$ cat config.mk
export PLATFORM = sky130hd
export DESIGN_NAME = pulse_queue_flat
export DESIGN_NICKNAME = d
export VERILOG_FILES = /design/src/rtl/pulse_queue_pkg.sv /design/src/rtl/pulse_queue_if.sv /design/src/rtl/pulse_queue_sat_counter.sv /design/src/rtl/pulse_queue.sv /design/src/flat_wrapper.sv
export SDC_FILE = /design/constraint.sdc
export NUM_CORES = 1
export LEC_CHECK = 0
export CORE_ASPECT_RATIO = 1.2
export CORE_MARGIN = 8
export CORE_UTILIZATION = 46
export CTS_BUF_LIST = sky130_fd_sc_hd__clkbuf_8
export DETAILED_ROUTE_END_ITERATION = 8
export PLACE_DENSITY = 0.78
export SLEW_MARGIN = 40
export SYNTH_ARGS = -nofsm -noshare
export SYNTH_HDL_FRONTEND = slang
export SYNTH_SLANG_ARGS = --single-unit
export TNS_END_PERCENT = 30
$ cat constraint.sdc
create_clock -name i_clk -period 3.25 [get_ports i_clk]
set_clock_uncertainty 0.05 [all_clocks]
set_input_delay 0.8125 -clock i_clk [delete_from_list [all_inputs] [get_ports i_clk]]
set_output_delay 0.8125 -clock i_clk [all_outputs]
set_load 0.05 [all_outputs]
$ cat src/rtl/pulse_queue_pkg.sv
// Shared FSM state encoding for the pulse queue.
// Optional drop statistics: define PULSE_QUEUE_STATS_EN.
package pulse_queue_pkg;

   localparam int STATE_W = 2;

   typedef enum logic [STATE_W-1:0] {
      S_IDLE = 2'd0,
      S_HOLD = 2'd1,
      S_WAIT = 2'd2
   } state_t;

endpackage

$ cat src/rtl/pulse_queue_if.sv
// Event, CDC-busy and status bundle of the pulse queue.
// slave = queue side, master = driver/observer side.
interface pulse_queue_if #(
   parameter int CNT_W  = 8,
   parameter int DROP_W = 16
);

   logic              i_pulse;
   logic              i_busy;
   logic              i_clr_ovf;
   logic              o_pulse;
   logic [CNT_W-1:0]  o_pending;
   logic              o_ovf;
   logic [DROP_W-1:0] o_drop_cnt;

   modport slave (
      input  i_pulse,
      input  i_busy,
      input  i_clr_ovf,
      output o_pulse,
      output o_pending,
      output o_ovf,
      output o_drop_cnt
   );

   modport master (
      output i_pulse,
      output i_busy,
      output i_clr_ovf,
      input  o_pulse,
      input  o_pending,
      input  o_ovf,
      input  o_drop_cnt
   );

endinterface

$ cat src/rtl/pulse_queue_sat_counter.sv
// Up/down counter that clamps at zero and all-ones.
// Clear with a coincident increment lands on 1.
module sat_counter #(
   parameter int W = 8
) (
   input  logic         i_clk,
   input  logic         i_rst,
   input  logic         i_inc,
   input  logic         i_dec,
   input  logic         i_clr,
   output logic [W-1:0] o_q
);

   localparam logic [W-1:0] MAX = {W{1'b1}};
   localparam logic [W-1:0] ONE = {{(W-1){1'b0}}, 1'b1};

   logic [W-1:0] r_q;

   always_ff @(posedge i_clk or posedge i_rst) begin
      if (i_rst) begin
         r_q <= '0;
      end else if (i_clr) begin
         r_q <= i_inc ? ONE : '0;
      end else if (i_inc && !i_dec) begin
         if (r_q != MAX) r_q <= r_q + ONE;
      end else if (i_dec && !i_inc) begin
         if (r_q != '0) r_q <= r_q - ONE;
      end
   end

   assign o_q = r_q;

endmodule

$ cat src/rtl/pulse_queue.sv
// Queues 1-cycle events and meters them one at a time into a pulse CDC.
// Optional drop counter: define PULSE_QUEUE_STATS_EN.
module pulse_queue
   import pulse_queue_pkg::*;
#(
   parameter int CNT_W  = 8,
   parameter int DROP_W = 16
) (
   input  logic         i_clk,
   input  logic         i_rst,
   pulse_queue_if.slave bus
);

   state_t           r_state;
   logic             r_pulse;
   logic             r_ovf;
   logic [CNT_W-1:0] w_pending;
   logic             w_issue;
   logic             w_full;
   logic             w_drop;

   assign w_full  = &w_pending;
   assign w_issue = (r_state == S_IDLE) && (w_pending != '0) && !bus.i_busy;
   // An issue frees a slot, so a pulse arriving with it is never dropped.
   assign w_drop  = bus.i_pulse && w_full && !w_issue;

   sat_counter #(.W(CNT_W)) u_pending (
      .i_clk (i_clk),
      .i_rst (i_rst),
      .i_inc (bus.i_pulse),
      .i_dec (w_issue),
      .i_clr (1'b0),
      .o_q   (w_pending)
   );

   always_ff @(posedge i_clk or posedge i_rst) begin
      if (i_rst) begin
         r_state <= S_IDLE;
         r_pulse <= 1'b0;
         r_ovf   <= 1'b0;
      end else begin
         r_pulse <= w_issue;
         if (w_drop)             r_ovf <= 1'b1;
         else if (bus.i_clr_ovf) r_ovf <= 1'b0;
         unique case (r_state)
            S_IDLE: if (w_issue) r_state <= S_HOLD;
            // CDC busy is not visible yet in the cycle after the pulse
            S_HOLD: r_state <= S_WAIT;
            S_WAIT: if (!bus.i_busy) r_state <= S_IDLE;
            default: r_state <= S_IDLE;
         endcase
      end
   end

   assign bus.o_pulse   = r_pulse;
   assign bus.o_pending = w_pending;
   assign bus.o_ovf     = r_ovf;

`ifdef PULSE_QUEUE_STATS_EN
   logic [DROP_W-1:0] w_drop_cnt;

   sat_counter #(.W(DROP_W)) u_drops (
      .i_clk (i_clk),
      .i_rst (i_rst),
      .i_inc (w_drop),
      .i_dec (1'b0),
      .i_clr (bus.i_clr_ovf),
      .o_q   (w_drop_cnt)
   );

   assign bus.o_drop_cnt = w_drop_cnt;
`else
   assign bus.o_drop_cnt = {DROP_W{1'b0}};
`endif

endmodule

$ cat src/flat_wrapper.sv
// flat-port wrapper written by rule: the top's interface ports become plain ports
module pulse_queue_flat import pulse_queue_pkg::*;
#(
   parameter int CNT_W  = 8,
   parameter int DROP_W = 16
)
  (i_clk, i_rst, bus_i_pulse, bus_i_busy, bus_i_clr_ovf, bus_o_pulse, bus_o_pending, bus_o_ovf, bus_o_drop_cnt);
  pulse_queue_if #(.CNT_W(CNT_W), .DROP_W(DROP_W)) bus_i ();
  input  logic i_clk;
  input  logic i_rst;
  input wire logic [$bits(bus_i.i_pulse)-1:0] bus_i_pulse;
  input wire logic [$bits(bus_i.i_busy)-1:0] bus_i_busy;
  input wire logic [$bits(bus_i.i_clr_ovf)-1:0] bus_i_clr_ovf;
  output wire logic [$bits(bus_i.o_pulse)-1:0] bus_o_pulse;
  output wire logic [$bits(bus_i.o_pending)-1:0] bus_o_pending;
  output wire logic [$bits(bus_i.o_ovf)-1:0] bus_o_ovf;
  output wire logic [$bits(bus_i.o_drop_cnt)-1:0] bus_o_drop_cnt;
  assign bus_i.i_pulse = bus_i_pulse;
  assign bus_i.i_busy = bus_i_busy;
  assign bus_i.i_clr_ovf = bus_i_clr_ovf;
  assign bus_o_pulse = bus_i.o_pulse;
  assign bus_o_pending = bus_i.o_pending;
  assign bus_o_ovf = bus_i.o_ovf;
  assign bus_o_drop_cnt = bus_i.o_drop_cnt;
  pulse_queue #(.CNT_W(CNT_W), .DROP_W(DROP_W)) u_core (.i_clk(i_clk), .i_rst(i_rst), .bus(bus_i));
endmodule
==> flow_summary.yaml, run 1 <==
clock_network:
  cts-root-buf: "clkbuf_8"
  clock_sinks: 12
  cts_hold_buf: 0
  cts.clk_slew.worst_paths_ns: 0.05
  cts_setup_buffers: 0
  max-clock-path-buffers: 2
  clk_latency_ns: 0.23
  cts_tree: "yes"
  numCtsBuffers: 3
  cts_max_level: 1
timing:
  max_freq_mhz: 328.2
  final.period_utilization_pct: 93.76
  setup_viol: 0
  fin_crit_ns: 3.047
  max_slew.worst_pin.slew_ns: 0.4966
  rsz0062_at_grt: "no"
  slew_violations: 0
  max_slew_margin_pct: 66.79
  hold_viol: 0
critical_path:
  cpMostUsedCell: "ha_1"
  worst-setup-path-type: "reg -> reg"
  cp_cell_sequence: "or4_4, nor2_4, nor4_2, inv_1, ha_1, inv_2, buf_4, ha_1, o211a_1, o21ai_0, o21bai_1, mux2i_1, xnor2_1"
  critPathArrivalTime_ns: 3.15
  path_max_fanout: 6
  crit_buf_inv: 3
  crit_family: "simple AND/OR/NAND/NOR gates"
  crit_slowest_cell: "or4_4"
  cp-start-kind: "flop"
  cpPeakStageDelay_ns: 0.57
  cp.required_ns: 3.35
  endpoint_kind: "flop"
worst_hold_path:
  hold_path_class: "reg -> reg"
run:
  drv_cap: 0
power_and_ir_drop:
  switching_power_uw: 685.9
  power_frac_seq_pct: 19.7
  ir_drop_v: 0.0007294
  clkPwrFrac_pct: 8.7
  power.internal_uw: 806.4
  p_sw_share_pct: 45.96
  power_uw: 1492
  pwr-share-comb_pct: 71.6
  p_leak_uw: 0.0005560
  power_density_mw_per_mm2: 1259
placed_design:
  dp_cells: 136
  port_buffers: 14
  hpwlAfterDp_mm: 1.530
  place_congestion: 0.8101
  placed_area_mm2: 0.001134
floorplanning:
  io_pins: 31
  dieArea_mm2: 0.003681
  coreArea_mm2: 0.001851
  die_w_um: 56.74
  initial_utilization_pct: 49.49
  die_h_um: 64.88
  rows: 17
global_route:
  grt_max_degree: 13
  grt_use_total_pct: 10.91
  overflow: 0
  antenna_found_initial: 0
  first_global_vias: 754
  grt_pass1_wl_mm: 3.187
synth:
  ys_seq_area_share_pct: 32.79
  yosysWarnings: 0
  synth-edff-count: 0
  synth_top_area_share_pct: 32.79
  syn_area_per_cell_um2: 10.18
  synthesis.area_um2: 915.9
  yosysTopAreaCell: "dfrtp_1"
  synth_cell_types: 27
  syn_inst: 90
  synth_flop_cell: "dfrtp_1"
  synth_commonest_cells: "buf_4, dfrtp_1, ha_1"
  asyncSetResetFlopFracSynth_pct: 100.0
  netlist_top_cells_area: "dfrtp_1, buf_4, ha_1, mux2_4, xnor2_1"
  synth_most_common_cell: "buf_4"
  synth_seq_cells: 12
cells_and_area:
  final_cells: 139
  n_antenna_cell: 0
  nNetsFinal: 135
  drive_gt1_share_pct: 23.33
  synthToLayoutAreaGrowth_pct: 29.37
  fin_area_mm2: 0.001185
drt:
  first_pass_iters: 4
  via_per_inst: 5.086
  drt_wl_total_mm: 1.851
  first_iter_violations: 15
  drt-wirelength-per-cell_um: 13.32
  vias: 707
  antenna_left: 0
  drc: 0
run_status:
  status: "completed"
==> cell families (layout without fill, tap and decap cells) <==
group	Yosys count	in the layout	share of synthesized area, %
compound gates	14	14	10.79
xor+xnor	7	7	6.694
fa+ha+maj	8	8	11.75
buf+inv	21	36	15.16
flops	12	12	32.79
mux	7	7	10.38
other cells	1	16	0.4094
simple gates	20	20	12.02
==> placed cells by master (no fill, tap or decap), types with 2 or more instances in the layout <==
cell type        netlist  layout
nand4_1                2       2
buf_4                 16      13
mux2i_1                2       2
nand2_1                6       6
ha_1                   7       7
conb_1                 1      16
nor2_1                 3       3
xor2_1                 2       2
clkdlybuf4s50_1        0      14
or4_4                  1       2
a21oi_1                6       6
mux2_4                 5       5
nor3_1                 3       3
xnor2_1                5       5
o21ai_0                2       2
inv_1                  5       4
dfrtp_1               12      12
clkbuf_8               0       3
==> layout make-up <==
cell class | instances | area, um^2
fill | 135 | 665.6
sequential | 12 | 300.3
multi-input combinational | 72 | 543.0
clock buffer | 3 | 41.29
inverter | 5 | 18.77
timing repair buffer | 28 | 257.7
tap | 19 | 23.77
==> flip-flops by register name, summed over array words and instances (netlist names) <==
| name | count |
|---|---|
| u_core.u_pending.o_q | 8 |
| u_core.r_state | 2 |
| u_core.bus.o_ovf | 1 |
| u_core.bus.o_pulse | 1 |
==> power groups by stage <==
| stage | clock, uW | sequential (uW) | combinational (uW) |
|---|---|---|---|
| 2_1_floorplan | 0 | 489 | 548 |
| 3_3_place_gp | 0 | 283 | 1030 |
| 3_5_place_dp | 0 | 290 | 1070 |
| 4_1_cts | 132 | 288 | 1070 |
| 5_1_grt | 149 | 301 | 1150 |
| 6_report | 130 | 293 | 1070 |
==> routing by layer <==
metal  GRT usage [%]  vias up  share of wire [%]
met5               0        -                  0
met4           9.412        0                3.1
met3           5.848        4                7.0
met2           16.62       28                 49
met1           10.59      334                 41
li1                -      341                  -
==> final timing paths <==
check | startpoint | endpoint | slack, ns | depth (start not counted)
setup / recovery | u_core.u_pending.o_q[4]$_DFFE_PP0P_ | u_core.u_pending.o_q[7]$_DFFE_PP0P_ | 0.20 | 13
hold / removal | u_core.r_state[1]$_DFFE_PP0P_ | u_core.r_state[0]$_DFFE_PP0P_ | 0.45 | 1
setup reg to reg | u_core.u_pending.o_q[4]$_DFFE_PP0P_ | u_core.u_pending.o_q[7]$_DFFE_PP0P_ | 0.20 | 13
hold reg to reg | u_core.r_state[1]$_DFFE_PP0P_ | u_core.r_state[0]$_DFFE_PP0P_ | 0.45 | 1
max in group asynchronous | i_rst | u_core.bus.o_pulse$_DFF_PP0_ | 2.00 | 2
min in group asynchronous | i_rst | u_core.u_pending.o_q[3]$_DFFE_PP0P_ | 0.84 | 2
==> timing repair <==
action | CTS | global route
endpoints found under the hold margin | 0 | 0
gates resized for setup | 0 | 3
endpoints found under the setup margin | 0 | 3
==> metrics by stage <==
stage          utilization (%)  hold WS [ns]  setup TNS, ns  worst slack, ns
2_1_floorplan                -        0.4030              0          0.04982
3_3_place_gp             61.26        0.4129        -0.3377          -0.1414
3_5_place_dp             61.26        0.4369        -0.5374          -0.2210
4_1_cts                  63.49        0.4446              0         0.004104
5_1_grt                  64.03        0.4858              0          0.01775
6_report                 64.03        0.4546              0           0.2030
Note: power is estimated with default switching activity, not from simulation.
==> run 2: changes to the inputs <==
CAP_MARGIN = 30   (was default)
==> results of run 2 <==
No change in the layout: final DEF, timing and power equal those of run 1.
